## src/rtl/decoder_input_capture.sv

```systemverilog
// -----------------------------------------------------------------------------
// decoder_input_capture
//
// Front-end stage for the 7-bit decoder core's io_in bus. Raw pad inputs are
// synchronised, debounced, and a settled code is committed once. The committed
// code is held with a valid/ready handshake until the decoder consumes it. Only
// changes in the settled code are forwarded, so the decoder sees one transfer
// per distinct settled pattern.
//
// Ports:
//   clk      in   1      system clock
//   rst_n    in   1      asynchronous active-low reset
//   en_i     in   1      capture enable; 0 freezes candidate tracking
//   pin_i    in   WIDTH  raw asynchronous pad bus
//   code_o   out  WIDTH  committed code presented to the decoder
//   valid_o  out  1      code_o holds an unconsumed code
//   ready_i  in   1      decoder accepts code_o this cycle
//   busy_o   out  1      candidate differs from last committed code, settling
//   drop_o   out  1      one-cycle pulse when a settled code fails parity
//
// Build option:
//   DEC_PARITY_EN  when defined, bit WIDTH-1 is odd parity over the lower bits;
//                  settled codes with bad parity are dropped (drop_o pulses)
//                  instead of committed. When undefined, drop_o is tied 0.
// -----------------------------------------------------------------------------
module decoder_input_capture #(
  parameter int WIDTH         = 7,
  parameter int SYNC_STAGES   = 2,
  parameter int STABLE_CYCLES = 4
) (
  input  logic             clk,
  input  logic             rst_n,
  input  logic             en_i,
  input  logic [WIDTH-1:0] pin_i,
  output logic [WIDTH-1:0] code_o,
  output logic             valid_o,
  input  logic             ready_i,
  output logic             busy_o,
  output logic             drop_o
);

  localparam int CW = (STABLE_CYCLES > 1) ? $clog2(STABLE_CYCLES) : 1;
  localparam logic [CW-1:0] CNT_MAX = CW'(STABLE_CYCLES - 1);

  typedef enum logic [1:0] {
    S_IDLE   = 2'd0,
    S_SETTLE = 2'd1,
    S_PEND   = 2'd2
  } state_t;

  logic [WIDTH-1:0] r_sync [SYNC_STAGES];
  logic [WIDTH-1:0] r_cand;
  logic [CW-1:0]    r_cnt;
  logic [WIDTH-1:0] r_last;
  logic             r_has_last;
  logic [WIDTH-1:0] r_code;
  logic             r_valid;
  state_t           r_state;
  state_t           w_state_next;

  logic [WIDTH-1:0] w_sync_q;
  logic [WIDTH-1:0] w_cand_next;
  logic             w_load;
  logic             w_new_code;
  logic             w_settled;
  logic             w_parity_ok;
  logic             w_commit;
  logic             w_reject;
  logic             w_accept;

  // Pad synchroniser chain; the last stage is the only one the logic looks at.
  always_ff @(posedge clk or negedge rst_n) begin
    if (!rst_n) begin
      for (int i = 0; i < SYNC_STAGES; i++) begin
        r_sync[i] <= '0;
      end
    end else begin
      r_sync[0] <= pin_i;
      for (int i = 1; i < SYNC_STAGES; i++) begin
        r_sync[i] <= r_sync[i-1];
      end
    end
  end

  assign w_sync_q = r_sync[SYNC_STAGES-1];

  // Debounce: any change of the synchronised value restarts the stability count.
  always_ff @(posedge clk or negedge rst_n) begin
    if (!rst_n) begin
      r_cand <= '0;
      r_cnt  <= '0;
    end else if (en_i) begin
      if (w_sync_q != r_cand) begin
        r_cand <= w_sync_q;
        r_cnt  <= '0;
      end else if (r_cnt != CNT_MAX) begin
        r_cnt <= r_cnt + CW'(1);
      end
    end
  end

`ifdef DEC_PARITY_EN
  assign w_parity_ok = ^r_cand;
`else
  assign w_parity_ok = 1'b1;
`endif

  assign w_load      = en_i && (w_sync_q != r_cand);
  assign w_cand_next = w_load ? w_sync_q : r_cand;
  assign w_new_code  = !r_has_last || (r_cand != r_last);
  // A settled code may commit from IDLE too: right after reset the candidate
  // is already 0 and never reloads, yet an all-zero pad bus must still commit.
  assign w_settled   = en_i && (r_cnt == CNT_MAX) && (w_sync_q == r_cand) &&
                       (r_state != S_PEND) && w_new_code;
  assign w_commit    = w_settled && w_parity_ok;
  assign w_reject    = w_settled && !w_parity_ok;
  assign w_accept    = r_valid && ready_i;

  always_ff @(posedge clk or negedge rst_n) begin
    if (!rst_n) begin
      r_state <= S_IDLE;
    end else begin
      r_state <= w_state_next;
    end
  end

  // Next-state decisions use the candidate value that will be present after
  // this edge, so a same-cycle reload is never missed.
  always_comb begin
    w_state_next = r_state;
    case (r_state)
      S_IDLE: begin
        if (w_commit) begin
          w_state_next = S_PEND;
        end else if (w_reject) begin
          w_state_next = S_IDLE;
        end else if (w_load && (!r_has_last || (w_sync_q != r_last))) begin
          w_state_next = S_SETTLE;
        end
      end
      S_SETTLE: begin
        if (w_commit) begin
          w_state_next = S_PEND;
        end else if (w_reject) begin
          w_state_next = S_IDLE;
        end else if (w_load && r_has_last && (w_sync_q == r_last)) begin
          w_state_next = S_IDLE;
        end
      end
      S_PEND: begin
        if (w_accept) begin
          w_state_next = (w_cand_next != r_last) ? S_SETTLE : S_IDLE;
        end
      end
      default: w_state_next = S_IDLE;
    endcase
  end

  // Committed code and handshake; commit and accept are exclusive because
  // commit is blocked while a code is pending.
  always_ff @(posedge clk or negedge rst_n) begin
    if (!rst_n) begin
      r_code     <= '0;
      r_last     <= '0;
      r_has_last <= 1'b0;
      r_valid    <= 1'b0;
    end else if (w_commit) begin
      r_code     <= r_cand;
      r_last     <= r_cand;
      r_has_last <= 1'b1;
      r_valid    <= 1'b1;
    end else begin
      if (w_reject) begin
        r_last     <= r_cand;
        r_has_last <= 1'b1;
      end
      if (w_accept) begin
        r_valid <= 1'b0;
      end
    end
  end

`ifdef DEC_PARITY_EN
  logic r_drop;

  // Remembering the rejected code in last keeps the pulse to one per bad code.
  always_ff @(posedge clk or negedge rst_n) begin
    if (!rst_n) begin
      r_drop <= 1'b0;
    end else begin
      r_drop <= w_reject;
    end
  end

  assign drop_o = r_drop;
`else
  assign drop_o = 1'b0;
`endif

  assign code_o  = r_code;
  assign valid_o = r_valid;
  assign busy_o  = (r_state == S_SETTLE);

endmodule

```

## config.mk

```make
export PLATFORM = sky130hd
export DESIGN_NAME = decoder_input_capture
export DESIGN_NICKNAME = d
export VERILOG_FILES = /design/src/rtl/decoder_input_capture.sv
export SDC_FILE = /design/constraint.sdc
export NUM_CORES = 1
export LEC_CHECK = 0
export ABC_AREA = 1
export BUFFER_PORTS_ARGS = -buffer_cell sky130_fd_sc_hd__buf_2
export CAP_MARGIN = 20
export CORE_ASPECT_RATIO = 1.5
export CORE_MARGIN = 2
export CORE_UTILIZATION = 52
export CTS_CLUSTER_SIZE = 25
export DETAILED_ROUTE_END_ITERATION = 6
export PLACE_DENSITY = 0.73
export SYNTH_ARGS = -nofsm -noshare
export SYNTH_HDL_FRONTEND = slang
export SYNTH_SLANG_ARGS = --single-unit
```

## constraint.sdc

```tcl
create_clock -name clk -period 1.75 [get_ports clk]
set_input_delay 0.35 -clock clk [delete_from_list [all_inputs] [get_ports clk]]
set_output_delay 0.35 -clock clk [all_outputs]
set_load 0.01 [all_outputs]
```

==> results of run 1 <==
cells in the final DEF, fill, tap and decap left out, types with 2 or more instances in the layout:
master / n
nor2_1: 8
nor2_2: 4
nand3_1: 16
o21ai_0: 4
nand2_1: 48
nor2_4: 3
inv_2: 11
dfrtp_2: 2
nor3_1: 2
a21oi_1: 3
buf_4: 29
clkbuf_8: 6
buf_2: 19
dfrtp_1: 32
mux2i_1: 3
xor2_1: 8
o21ai_1: 8
xnor2_1: 2
nand2_2: 18
inv_1: 17
nand3_2: 5
o22ai_1: 2
critical path, stage by stage (launching register included):
cell and delay, ns:
dfrtp_1 0.41, inv_2 0.06, nand2_1 0.09, nand2_2 0.09, nor2_2 0.11, nand2_2 0.09, o21bai_4 0.27, nand2_2 0.12
nand3_2 0.08, nand3_2 0.08, nor2_1 0.11, nand2_1 0.07, nand2_1 0.07, a21oi_2 0.05
state kept, by name (all words and copies together), names as in the netlist:
register    flops
w_sync_q        7
r_cnt           2
r_cand          7
r_sync          7
code_o          7
r_has_last      1
r_state         2
valid_o         1
timing repair:
action / 4_1_cts / 5_1_grt
resized for setup: 9 / 23
setup buffers: 6 / 8
hold buffers: 0 / 0
setup endpoints to repair: 1 / 9
pin swaps: 11 / 19
per-stage QoR:
| step | area (um^2) | std cells |
|---|---|---|
| 4_1_cts | 2151 | 296 |
| 3_5_place_dp | 1989 | 282 |
| 6_report | 2272 | 304 |
| 3_3_place_gp | 1989 | 282 |
| 5_1_grt | 2272 | 304 |
| 2_1_floorplan | 1742 | 210 |
routing by layer:
layer | up-vias | share of wire, % | track usage [%]
li1 | 764 | - | -
met1 | 735 | 38 | 25.40
met2 | 48 | 54 | 42.42
met3 | 21 | 4.0 | 5.754
met4 | 0 | 4.4 | 12.28
met5 | - | 0 | 0
cells in the mapped netlist:
| cell | instances |
|---|---|
| inv_2 | 5 |
| nand2_1 | 61 |
| xnor2_1 | 3 |
| mux2i_1 | 3 |
| o21bai_4 | 1 |
| buf_2 | 2 |
| nand4_1 | 1 |
| conb_1 | 1 |
| ha_1 | 1 |
| o22ai_1 | 2 |
| a21oi_2 | 1 |
| o21ai_0 | 4 |
| nand3_1 | 21 |
| nand3_4 | 1 |
| nor2_1 | 10 |
| buf_4 | 1 |
| nand2_2 | 5 |
| o211ai_2 | 1 |
| nand3b_1 | 1 |
| xor2_1 | 8 |
| dfrtp_1 | 34 |
| nor2_2 | 4 |
| nor3_1 | 2 |
| nor2_4 | 1 |
| and2_1 | 1 |
| a21oi_1 | 3 |
| nand2_4 | 1 |
| o21ai_1 | 8 |
| inv_1 | 23 |
logic make-up (layout without fill, tap and decap cells):
group | after synthesis | count (layout) | synth area share [%]
AOI/OAI and AO/OA | 20 | 20 | 7.327
xor gates and xnor gates | 11 | 11 | 5.532
adders and majority gates | 1 | 1 | 0.7183
buffers and inverters | 31 | 85 | 7.040
DFF | 34 | 34 | 48.85
muxes | 3 | 3 | 1.724
other | 1 | 1 | 0.2153
and+or+nand+nor | 109 | 109 | 28.59
where the power goes:
group | leakage (uW) | total [uW] | switching (uW) | internal (uW)
Sequential | 0.000418 | 866 | 36.9 | 829
Combinational | 0.000704 | 375 | 211 | 164
Clock | 0.0000482 | 587 | 270 | 317
path summary, 6_finish.rpt:
path / endpoint / slack [ns] / cells past startpoint
max: r_state[0] / -0.03 / 13
min: code_o[3] / 0.08 / 2
max reg2reg: r_state[0] / -0.03 / 13
min reg2reg: w_sync_q[1] / 0.34 / 0
max in group asynchronous: w_sync_q[4] / 1.34 / 2
min in group clk: r_sync[12] / 0.16 / 1
final cells by class:
class	instances	area, um^2
clock buffers	7	86.33
clock inverters	1	5.005
fillers	258	918.4
inverters	28	105.1
multi-input cells	145	848.3
flip-flops and latches	34	853.3
well taps	40	50.05
repair buffers	49	324.1
==> impl_metrics.yaml, run 1 <==
floorplan:
  start_util_pct: 54.59
  core_mm2: 0.003191
  die_area_mm2: 0.003838
  die_x_um: 51.26
  die_y_um: 74.88
  row_count: 25
  pin_count: 21
synthesis:
  netlist_area_mm2: 0.001742
  yosys.area.top_type: "dfrtp_1"
  synth_nets: 222
  yosys.area.top_type_share_pct: 48.85
  synth_area_leaders: "dfrtp_1, nand2_1, nand3_1"
  synthDistinctLibCells: 29
  avgSynthCellArea_um2: 8.294
  synth_cells: 210
  postSynthRegisterBits: 34
  seq_area_frac_synth_pct: 48.85
  yosys_warnings: 0
global_route:
  gr-total-overflow: 0
  grt_pass1_wl_mm: 6.403
  grt_start_max_net_pins: 35
  grt_pass1_vias: 1487
  grt_usage_pct: 23.53
  antenna_found_initial: 0
critical_path:
  cp-start-kind: "flop"
  critical_path_class: "reg -> reg"
  cp_max_fo: 7
  reg2reg_from: "r_cand[6]"
  critPathCaptureType: "flop"
  crit_start: "r_cand[6]"
  required_ns: 1.93
  crit_arrival_ns: 1.96
run_status:
  outcome: "finished with violations"
  violations: "setup timing"
drt:
  num_vias: 1568
  drtIter0Drc: 41
  wl_per_cell_um: 13.82
  vias_per_cell: 5.158
  drt_wl_total_mm: 4.200
  drc: 0
  drt_pass1_iterations: 4
  detail-route-antenna-nets: 0
power:
  p_leak_uw: 0.001170
  peakVddDrop_mv: 0.7067
  finalPower_uw: 1828
  power.density_mw_per_mm2: 804.6
sta:
  finalSetupTns_ns: -0.02916
  post-route-period-util_pct: 101.7
  rsz0062_at_grt: "true"
  hold_slack_ns: 0.08008
  fin_skew_ns: 0.01035
  setup_viol: 1
  hold_viol: 0
  fmax_mhz: 562.1
  finalCriticalPeriod_ns: 1.779
  drv_slew: 0
  setup_ws_ns: -0.02916
cells_and_area:
  area_growth_pct: 30.46
  fin_util_pct: 71.22
  drive_above_1_share_pct: 39.77
  nNetsFinal: 275
  antenna_cells: 0
placed_design:
  hpwlAfterDp_mm: 2.884
  place.gp.congestion: 0.8994
  io_buffers: 19
  dp_slack_ns: -0.02201
cts:
  clock_latency_ns: 0.29
  cts_max_path_buffers: 2
  cts_inserted_buffers: 5
  path_clk_slew_ns: 0.07
  htreeDepth: 2
  cts_sinks: 34
  clock-root-buffer: "clkbuf_8"
  cts_tree: "done"
run:
  maxCapViolCount: 0
worst_hold_path:
  worstHoldPathType: "in -> async"
No activity file was read; power rests on OpenSTA's default activity.
==> run 2: changes to the inputs <==
==> constraint.sdc (replaced) <==
create_clock -name clk -period 1.81 [get_ports clk]
set_input_delay 0.362 -clock clk [delete_from_list [all_inputs] [get_ports clk]]
set_output_delay 0.362 -clock clk [all_outputs]
set_load 0.01 [all_outputs]
==> impl_metrics.yaml, run 2 (synthesized netlist as in run 1, its figures left out) <==
run_status:
  outcome: "complete, no violations"
global_route:
  antenna_found_initial: 0
  grt_start_max_net_pins: 35
  grt_usage_pct: 20.35
  gr-total-overflow: 0
  grt_pass1_wl_mm: 5.651
  grt_pass1_vias: 1302
placed_design:
  io_buffers: 19
  place.gp.congestion: 0.8992
  placed_area_mm2: 0.001899
  dp.cells: 270
  hpwlAfterDp_mm: 2.691
floorplan:
  die_x_um: 51.26
  core_mm2: 0.003191
  die_area_mm2: 0.003838
  die_y_um: 74.88
  start_util_pct: 54.59
  pin_count: 21
  row_count: 25
cts:
  clock_latency_ns: 0.29
  path_clk_slew_ns: 0.07
  clock-root-buffer: "clkbuf_8"
  cts_max_path_buffers: 2
  cts_sinks: 34
  cts_inserted_buffers: 5
  htreeDepth: 2
  cts_tree: "done"
power:
  internal_power_uw: 1251
  sw_frac_of_total_pct: 28.06
  seqPwrFrac_pct: 48.3
  switchingPower_uw: 487.8
  clockPowerShare_pct: 32.7
  peakVddDrop_mv: 0.5835
  pwr-share-comb_pct: 19.0
  p_leak_uw: 0.001125
  power.density_mw_per_mm2: 797.3
critical_path:
  crit_arrival_ns: 1.94
  r2r_cells: 12
  r2r_slack_ns: 0.05
  critical_path_class: "reg -> reg"
  crit_start: "w_sync_q[2]"
  required_ns: 1.99
  critPathCaptureType: "flop"
  cp_num_buf_inv: 1
  cp-start-kind: "flop"
  slowest_delay_ns: 0.40
  cp_slowest_cell: "dfrtp_1"
  path_cells: "inv_1, nand2_1, nand2_2, nand3_2, nor2_4, nand2_4, nor2_4, nand3_4, o211ai_2, nand3_1, nor2_1, a21oi_2"
  critPathTopFamily: "simple AND/OR/NAND/NOR gates"
  crit_end: "r_state[0]"
  cp.depth: 12
  r2r_end: "r_state[0]"
  cp_common_cell: "nor2_4"
  cp_max_fo: 8
  reg2reg_from: "w_sync_q[2]"
sta:
  relSlewSlack_pct: 52.23
  setup_viol: 0
  worst_pin_slew_ns: 0.7166
  rsz0062_at_grt: "true"
  fmax_mhz: 567.9
  fin_skew_ns: 0.007519
  finalCriticalPeriod_ns: 1.761
  finalSetupTns_ns: 0
  hold_viol: 0
  post-route-period-util_pct: 97.29
  drv_slew: 0
cells_and_area:
  fillCellCount: 259
  drive_above_1_share_pct: 34.90
  final_common_cell: "nand2_1"
  antenna_cells: 0
  final-instance-count-excl-fill: 295
  final_cell_mix: "nand2_1, dfrtp_1, buf_4, inv_1, buf_2"
  fin_area_mm2: 0.002181
  nNetsFinal: 266
  area_growth_pct: 25.22
drt:
  drtIter0Drc: 47
  drt_wl_total_mm: 3.827
  drc: 0
  drt_pass1_iterations: 4
  wl_per_cell_um: 12.97
  detail-route-antenna-nets: 0
  num_vias: 1486
  vias_per_cell: 5.037
worst_hold_path:
  worstHoldPathType: "in -> async"
run:
  maxCapViolCount: 0
run 2: cell count changes in the layout (fill, tap and decap cells not counted), sizes merged:
cell | previous run | this run
buf | 49 | 40
run 2: routing by layer:
metal  vias to the layer above  global-route usage (%)  routed length (um)
li1                        741                       -                   -
met1                       687                   25.16                1542
met2                        40                   33.62                1933
met3                        18                   4.365                 162
met4                         0                   10.53                 189
met5                         -                       0                   0
run 2: how the worst min path moves through the flow:
| stage | from | endpoint | slack [ns] | cells past startpoint |
|---|---|---|---|---|
| 2_1_floorplan | rst_n | code_o[0] | 0.07 | 0 |
| 3_3_place_gp | r_sync[7] | w_sync_q[0] | 0.33 | 0 |
| 3_5_place_dp | r_sync[9] | w_sync_q[2] | 0.33 | 0 |
| 4_1_cts | rst_n | w_sync_q[2] | 0.15 | 1 |
| 5_1_grt | pin_i[3] | r_sync[10] | 0.17 | 1 |
| 6_report | rst_n | w_sync_q[2] | 0.12 | 1 |
run 2: power by group through the flow:
| stage | combinational (uW) | clock, uW | sequential, uW |
|---|---|---|---|
| after global placement | 264 | 0 | 851 |
| after floorplan | 192 | 0 | 844 |
| after detailed placement | 267 | 0 | 852 |
| final | 330 | 568 | 840 |
| after CTS | 267 | 582 | 838 |
| after global routing | 365 | 609 | 844 |
run 2: metrics by stage:
step	power (uW)	util [%]	hold slack [ns]	setup WS (ns)
floorplan	1035	-	0.06641	0.2159
global placement	1115	59.53	0.3321	0.02782
detailed placement	1119	59.53	0.3347	0.03668
CTS	1687	62.39	0.1527	0.02199
global route	1818	68.35	0.1687	-0.07798
finish	1739	68.35	0.1211	0.04900
run 2: cell type report:
| cell class | instances | area [um^2] | area share [%] |
|---|---|---|---|
| repair buffers | 40 | 252.7 | 11.59 |
| inverters | 28 | 105.1 | 4.819 |
| clock inverters | 1 | 5.005 | 0.2295 |
| multi-input cells | 145 | 825.8 | 37.87 |
| flip-flops and latches | 34 | 855.8 | 39.24 |
| clock buffers | 7 | 86.33 | 3.959 |
| well taps | 40 | 50.05 | 2.295 |
run 2: repair_timing:
item | 4_1_cts | 5_1_grt
buffers inserted | 0 | 17
endpoints found under the setup margin | 0 | 8
resized for setup | 0 | 24
hold buffers | 0 | 0
